<file path="config.mk">
export PLATFORM = sky130hd
export DESIGN_NAME = expr_eval_stream
export DESIGN_NICKNAME = d
export VERILOG_FILES = /design/src/rtl/expr_eval_stream.sv
export SDC_FILE = /design/constraint.sdc
export NUM_CORES = 2
export LEC_CHECK = 0
export ABC_AREA = 1
export BUFFER_PORTS_ARGS = -buffer_cell sky130_fd_sc_hd__buf_2
export CAP_MARGIN = 20
export CORE_MARGIN = 2
export CORE_UTILIZATION = 41
export CTS_BUF_LIST = sky130_fd_sc_hd__clkbuf_16
export DETAILED_ROUTE_END_ITERATION = 10
export MAX_ROUTING_LAYER = met4
export SKIP_CTS_REPAIR_TIMING = 1
export SLEW_MARGIN = 20
export SYNTH_ARGS = -nofsm -noshare
export SYNTH_HDL_FRONTEND = slang
export SYNTH_SLANG_ARGS = --single-unit
</file>
<file path="constraint.sdc">
create_clock -name clk -period 9.45 [get_ports clk]
set_clock_uncertainty 0.15 [all_clocks]
set_input_delay 0 -clock clk [delete_from_list [all_inputs] [get_ports clk]]
set_output_delay 0 -clock clk [all_outputs]
set_load 0.1 [all_outputs]
</file>
<file path="src/rtl/expr_eval_stream.sv">
// expr_eval_stream: streaming ASCII NUM (OP NUM)* '=' recogniser/evaluator; ports clk, reset (async high), in_valid, in[7:0] -> legal, done, ok, result[WIDTH-1:0]
module expr_eval_stream #(
  parameter int WIDTH      = 32,
  parameter int MAX_DIGITS = 4,
  parameter bit ENABLE_MUL = 1
) (
  input  logic             clk,
  input  logic             reset,
  input  logic             in_valid,
  input  logic [7:0]       in,
  output logic             legal,
  output logic             done,
  output logic             ok,
  output logic [WIDTH-1:0] result
);
  localparam int DW = $clog2(MAX_DIGITS + 1);
  typedef enum logic [1:0] {EXPECT, NUM, ERROR} state_t;
  state_t r_state, w_state;
  logic [WIDTH-1:0] r_sum, r_term, r_num, r_result, w_sum, w_term, w_num, w_result;
  logic [WIDTH-1:0] w_d, w_prod, w_total;
  logic [DW-1:0] r_dcnt, w_dcnt;
  logic r_done, r_ok, w_done, w_ok;
  logic w_digit, w_plus, w_minus, w_mul, w_eq;
  assign w_digit = in >= 8'h30 && in <= 8'h39;
  assign w_plus  = in == 8'h2B;
  assign w_minus = in == 8'h2D;
  assign w_mul   = in == 8'h2A && ENABLE_MUL;
  assign w_eq    = in == 8'h3D;
  assign w_d     = WIDTH'(in - 8'h30);
  assign w_prod  = r_term * r_num;
  assign w_total = r_sum + w_prod;
  always_ff @(posedge clk or posedge reset)
    if (reset) begin
      r_state  <= EXPECT;
      r_sum    <= '0;
      r_term   <= WIDTH'(1);
      r_num    <= '0;
      r_dcnt   <= '0;
      r_done   <= 1'b0;
      r_ok     <= 1'b0;
      r_result <= '0;
    end else begin
      r_state  <= w_state;
      r_sum    <= w_sum;
      r_term   <= w_term;
      r_num    <= w_num;
      r_dcnt   <= w_dcnt;
      r_done   <= w_done;
      r_ok     <= w_ok;
      r_result <= w_result;
    end
  always_comb begin
    w_state  = r_state;
    w_sum    = r_sum;
    w_term   = r_term;
    w_num    = r_num;
    w_dcnt   = r_dcnt;
    w_done   = 1'b0;
    w_ok     = r_ok;
    w_result = r_result;
    if (in_valid && w_eq) begin
      // every '=' ends the expression and re-arms for the next one
      w_state = EXPECT;
      w_done  = 1'b1;
      w_ok    = r_state == NUM;
      w_result = r_state == NUM ? w_total : r_result;
      w_sum   = '0;
      w_term  = WIDTH'(1);
      w_num   = '0;
      w_dcnt  = '0;
    end else if (in_valid)
      case (r_state)
        EXPECT: begin
          w_state = w_digit ? NUM : ERROR;
          w_num   = w_d;
          w_dcnt  = DW'(1);
        end
        NUM:
          if (w_digit) begin
            w_state = r_dcnt == DW'(MAX_DIGITS) ? ERROR : NUM;
            w_num   = r_num * WIDTH'(10) + w_d;
            w_dcnt  = r_dcnt + DW'(1);
          end else if (w_plus || w_minus || w_mul) begin
            // '*' folds the number into the running product; '+'/'-' close the term
            w_state = EXPECT;
            w_sum   = w_mul ? r_sum : w_total;
            w_term  = w_mul ? w_prod : (w_minus ? '1 : WIDTH'(1));
            w_num   = '0;
            w_dcnt  = '0;
          end else
            w_state = ERROR;
        default: w_state = ERROR;
      endcase
  end
  assign legal  = r_state == NUM;
  assign done   = r_done;
  assign ok     = r_ok;
  assign result = r_result;
endmodule
</file>
# Yosys cells after proc, flatten, opt, wreduce, memory -nomap -nowiden
# Index checks and enable logic that the tools add are counted.
# op_classes
addsub,4
multipliers,2
n_div,0
n_lt_le_gt_ge,2
eq_ne,9
n_shift,0
n_mux,31
bitwise,0
n_reduce_logical,13
# op_table
op,count
32-bit 2-to-1 mux,17
32-bit adder,2
32-bit one-hot mux with 2 select lines,1
"8-bit by 6-bit == test with 1-bit output, second input constant",4
"32-bit by 3-bit multiplier with 31-bit output, second input constant",1
32-bit by 32-bit multiplier with 32-bit output,1
2-bit 2-to-1 mux,6
3-bit 2-to-1 mux,4
"8-bit by 6-bit subtractor with 9-bit output, second input constant",1
"8-bit by 6-bit >= comparator with 1-bit output, second input constant",1
"8-bit by 6-bit <= comparator with 1-bit output, second input constant",1
3-bit one-hot mux with 2 select lines,1
2-bit nonzero test,3
5-bit AND reduction,1
"2-bit by 1-bit != test with 1-bit output, second input constant",2
"4-bit by 1-bit != test with 1-bit output, second input constant",1
2-bit one-hot mux with 2 select lines,1
4-bit AND reduction,1
"3-bit by 1-bit adder with 3-bit output, second input constant",1
"3-bit == test, second input constant",1
3-bit AND reduction,1
3-bit nonzero test,1
"2-bit by 1-bit == test with 1-bit output, second input constant",1
1-bit logical AND,2
other kinds (4),5
# word_totals
regBits,135
latch_bits,0
ram_bits,0
romBits,0
in_bits,11
out_inout_bits,35
wordCells,69
n_memories,0

# Depth between registers and ports, before layout
# depth
ltp_word,8
depth_mapped,43
ltp_nobuf,41

# Least setup slack after synthesis
# Ideal clock, no wire load.
# synth_path
path_type,register -> register
from,register r_num[3]
to,"register r_result[31], in the netlist result[31]"
setup_time_ps,120
arrival_ps,7670
required_time_ps,9180
path_slack_ps,1510
path_stages_with_launch,37
n_path_buf,2
period_less_slack_ps,7940
path_cell_list,dfrtp_1 -> clkbuf_1 -> buf_1 -> nand2_1 -> fa_1 -> inv_1 -> fa_1 -> inv_1 -> fa_1 -> inv_1 -> fa_1 -> fa_1 -> inv_1 -> fa_1 -> inv_1 -> fa_1 -> inv_1 -> fa_1 -> inv_1 -> ha_1 -> inv_1 -> nor3_1 -> nand3_1 -> o2111a_1 -> nand3_1 -> nand2_1 -> ha_1 -> inv_1 -> nor3_1 -> inv_1 -> o221a_2 -> nand3b_1 -> nand2_1 -> inv_1 -> nand3_1 -> nand3_1 -> nand2_1
# synth_between
elab_chain_cells,2
# synth_rtl
element,line_no,rtl
"start, declared",19,"logic [WIDTH-1:0] r_sum, r_term, r_num, r_result, w_sum, w_term, w_num, w_result;"
"start signal, assigned",46,r_num <= w_num;
32-bit by 32-bit multiplier with 32-bit output,30,assign w_prod = r_term * r_num;
32-bit adder,31,assign w_total = r_sum + w_prod;
"end signal, assigned",50,r_result <= w_result;
"end, declared",19,
# Every way passes these cells.
# A chain may end at the register's enable or synchronous reset.

# Worst setup path after layout
# layout_path
from,register r_term[8]
to,"register r_result[31], in the netlist result[31]"
# layout_between
elab_chain_cells,2
# layout_rtl
element,line_no,rtl
"start, declared",19,
"start signal, assigned",45,r_term <= w_term;
32-bit by 32-bit multiplier with 32-bit output,30,
32-bit adder,31,
# Every way passes these cells.

==> flow_metrics.tcl <==
set metrics [dict create \
    crit_fanout 16 \
    finalCriticalPeriod_ns 8.95 \
    syn_area_mm2 0.0270 \
    irDropWorstVdd_uv 118 \
    grt_pass1_wl_um 127000 \
    num_antenna_cells 0 \
    final-hold-violation-count 1 \
    path_class "reg2reg" \
    design_area_mm2 0.0290 \
    ys.flop_type "dfrtp_1" \
    layout-drive-gt1-share_pct 5.02 \
    p_leak_nw 17.6 \
    yosys.area.top_type "fa_1" \
    run_status "complete, but fails checks" \
    syn_avg_cell_area_um2 7.42 \
    dp_slack_ns 0.479 \
    nets 4316 \
    clock_sinks 135 \
    ys_ff_latch 135 \
    synth_cell_types 52 \
    io_pins 46 \
    drv_cap 0 \
    h-tree-depth 4 \
    grt-ovfl-total 0 \
    final_cells 4526 \
    num_vias 22700 \
    drt-total-wl_um 77900 \
    finish.utilization_pct 44.3 \
    end_kind "flip-flop" \
    firstDrtPassIters 8 \
    ys_warn_count 0 \
    ant_nets 0 \
    root_buffer "clkbuf_16" \
    synthesis.nets 4311 \
    cts_buffers 17 \
    drcViolationCount 0 \
    post-dp-hpwl_um 63800 \
    vias_per_cell 5.01 \
    coreArea_mm2 0.0655 \
    rsz0062_at_grt "false" \
    syn-instance-count 3644 \
    post-route-worst-setup-slack_ns 0.498 \
    critPathLaunchType "flip-flop" \
    start_util_pct 41.3 \
    regArea_mm2 0.00338 \
    fillers 6687 \
    fin_crit_sh_pct 94.7 \
    p_per_area_mw_per_mm2 75.0 \
    slew_viol_final 0 \
    clockBufferDepth 2 \
    dpl_cell_area_mm2 0.0284 \
    fp.dieW_um 261 \
    cp_slowest_cell "dfrtp_1" \
    setup_tns_ns 0 \
    worstMarginPinSlew_ns 0.954 \
    clk_pin_slew_ns 0.07 \
    yosysTopAreaCellShare_pct 30.4 \
    die_h_um 261 \
    dp_cells 4484 \
    multi_input_area_mm2 0.0199 \
    setup_viol 0 \
    seq_area_frac_synth_pct 12.5 \
    port_buffers 45 \
    grt_use_total_pct 24.7 \
    max_stage_delay_ns 0.87 \
    async_flop_share_pct 100 \
    syn2layout_area_growth_pct 7.43 \
    synth-edff-count 0 \
    insertion_delay_ns 0.45 \
    critical_path_required_ns 9.63 \
    grt_antenna_before_repair 0 \
    yosys-top-cells-area "fa_1 (30%), nand2_1 (15%), dfrtp_1 (12%), inv_1 (12%), ha_1 (11%)" \
    die_area_mm2 0.0680 \
    failed_checks "negative hold slack" \
    grt_max_degree 90 \
    power.total_mw 2.18 \
    timing.hold.ws_ns -0.0451 \
    cpMostUsedCell "inv_1" \
    avgRoutedWirePerCell_um 17.2 \
    arrival_ns 9.13 \
    cts_tree "yes" \
    r2r_setup_slack_ns 0.50 \
    drt_iter0_drc 1590 \
    rows 94 \
    fmax_mhz 112 \
    hold_class "in2reg" \
    gp_routability_congestion 0.926 \
    first_global_vias 23100 \
    relSlewSlack_pct 36.4 \
]
## worst paths after layout
kind,from,endpoint,cells past startpoint
max,r_term[8],result[31],36
min,in[7],r_num[7],5
max reg2reg,r_term[8],result[31],36
min reg2reg,ok,ok,2
max in group asynchronous,reset,r_num[12],4
min in group asynchronous,reset,result[10],3
## layout by cell type (no fill, tap or decap), types with 14 or more instances in the layout
cell          n
nand2_1    1084
inv_1       829
fa_1        411
ha_1        245
o21ai_0     153
a21oi_1     141
dfrtp_1     132
nand3_1     118
nor2_1       89
xor2_1       72
buf_4        67
buf_2        45
xnor2_1      30
a22o_1       22
nand4_1      19
nor3_1       19
clkbuf_16    17
a21o_1       15
a31oi_1      14
## flip-flops by register name, summed over array words and instances (netlist names)
name,flops
r_dcnt,3
done,1
r_sum,32
r_state,2
ok,1
r_num,32
result,32
r_term,32
## synth_stat cells (all sizes together) (19+ instances only)
| library cell | number |
|---|---|
| fa | 411 |
| nor3 | 23 |
| dfrtp | 134 |
| nand4 | 19 |
| ha | 245 |
| clkbuf | 99 |
| xor2 | 72 |
| o21ai | 168 |
| nand2 | 1085 |
| buf | 41 |
| a21oi | 141 |
| nand3 | 118 |
| xnor2 | 30 |
| a22o | 22 |
| nor2 | 97 |
| inv | 841 |
## report_power, final
part	internal, mW	total, mW	switching [mW]
clock network	0.346	0.670	0.324
registers	0.598	0.698	0.0999
logic	0.284	0.812	0.528
## kinds of logic after synthesis
group / share of synthesized area (%)
flip-flops: 12.5
buffers and inverters: 13.8
AND/OR/NAND/NOR: 20.2
AO/OA/AOI/OAI: 8.46
adder cells (fa/ha/maj): 41.8
XOR/XNOR: 3.30
## layout make-up
cell class | count | share of cell area [%]
multi-input cells | 2526 | 68.7
well taps | 864 | 3.72
clock inverters | 15 | 0.452
repair buffers | 126 | 3.13
inverters | 843 | 10.9
clock buffers | 17 | 1.46
flip-flops and latches | 135 | 11.6
## per-layer routing
metal / vias up / part of all wire (%) / global-route usage (%)
met2: 552 / 47 / 39.3
li1: 11000 / - / -
met1: 11100 / 45 / 33.4
met4: 0 / 2.8 / 6.59
met3: 115 / 5.6 / 2.81
met5: - / 0 / -
## worst max-delay path, delay by kind of cell (launching register included)
| family | cells | cell delay [ns] |
|---|---|---|
| DFF | 1 | 0.87 |
| buffers and inverters | 12 | 1.05 |
| and+or+nand+nor | 13 | 1.73 |
| AOI/OAI and AO/OA | 1 | 0.30 |
| adders and majority gates | 10 | 4.71 |
Note: power is estimated with default switching activity, not from simulation.
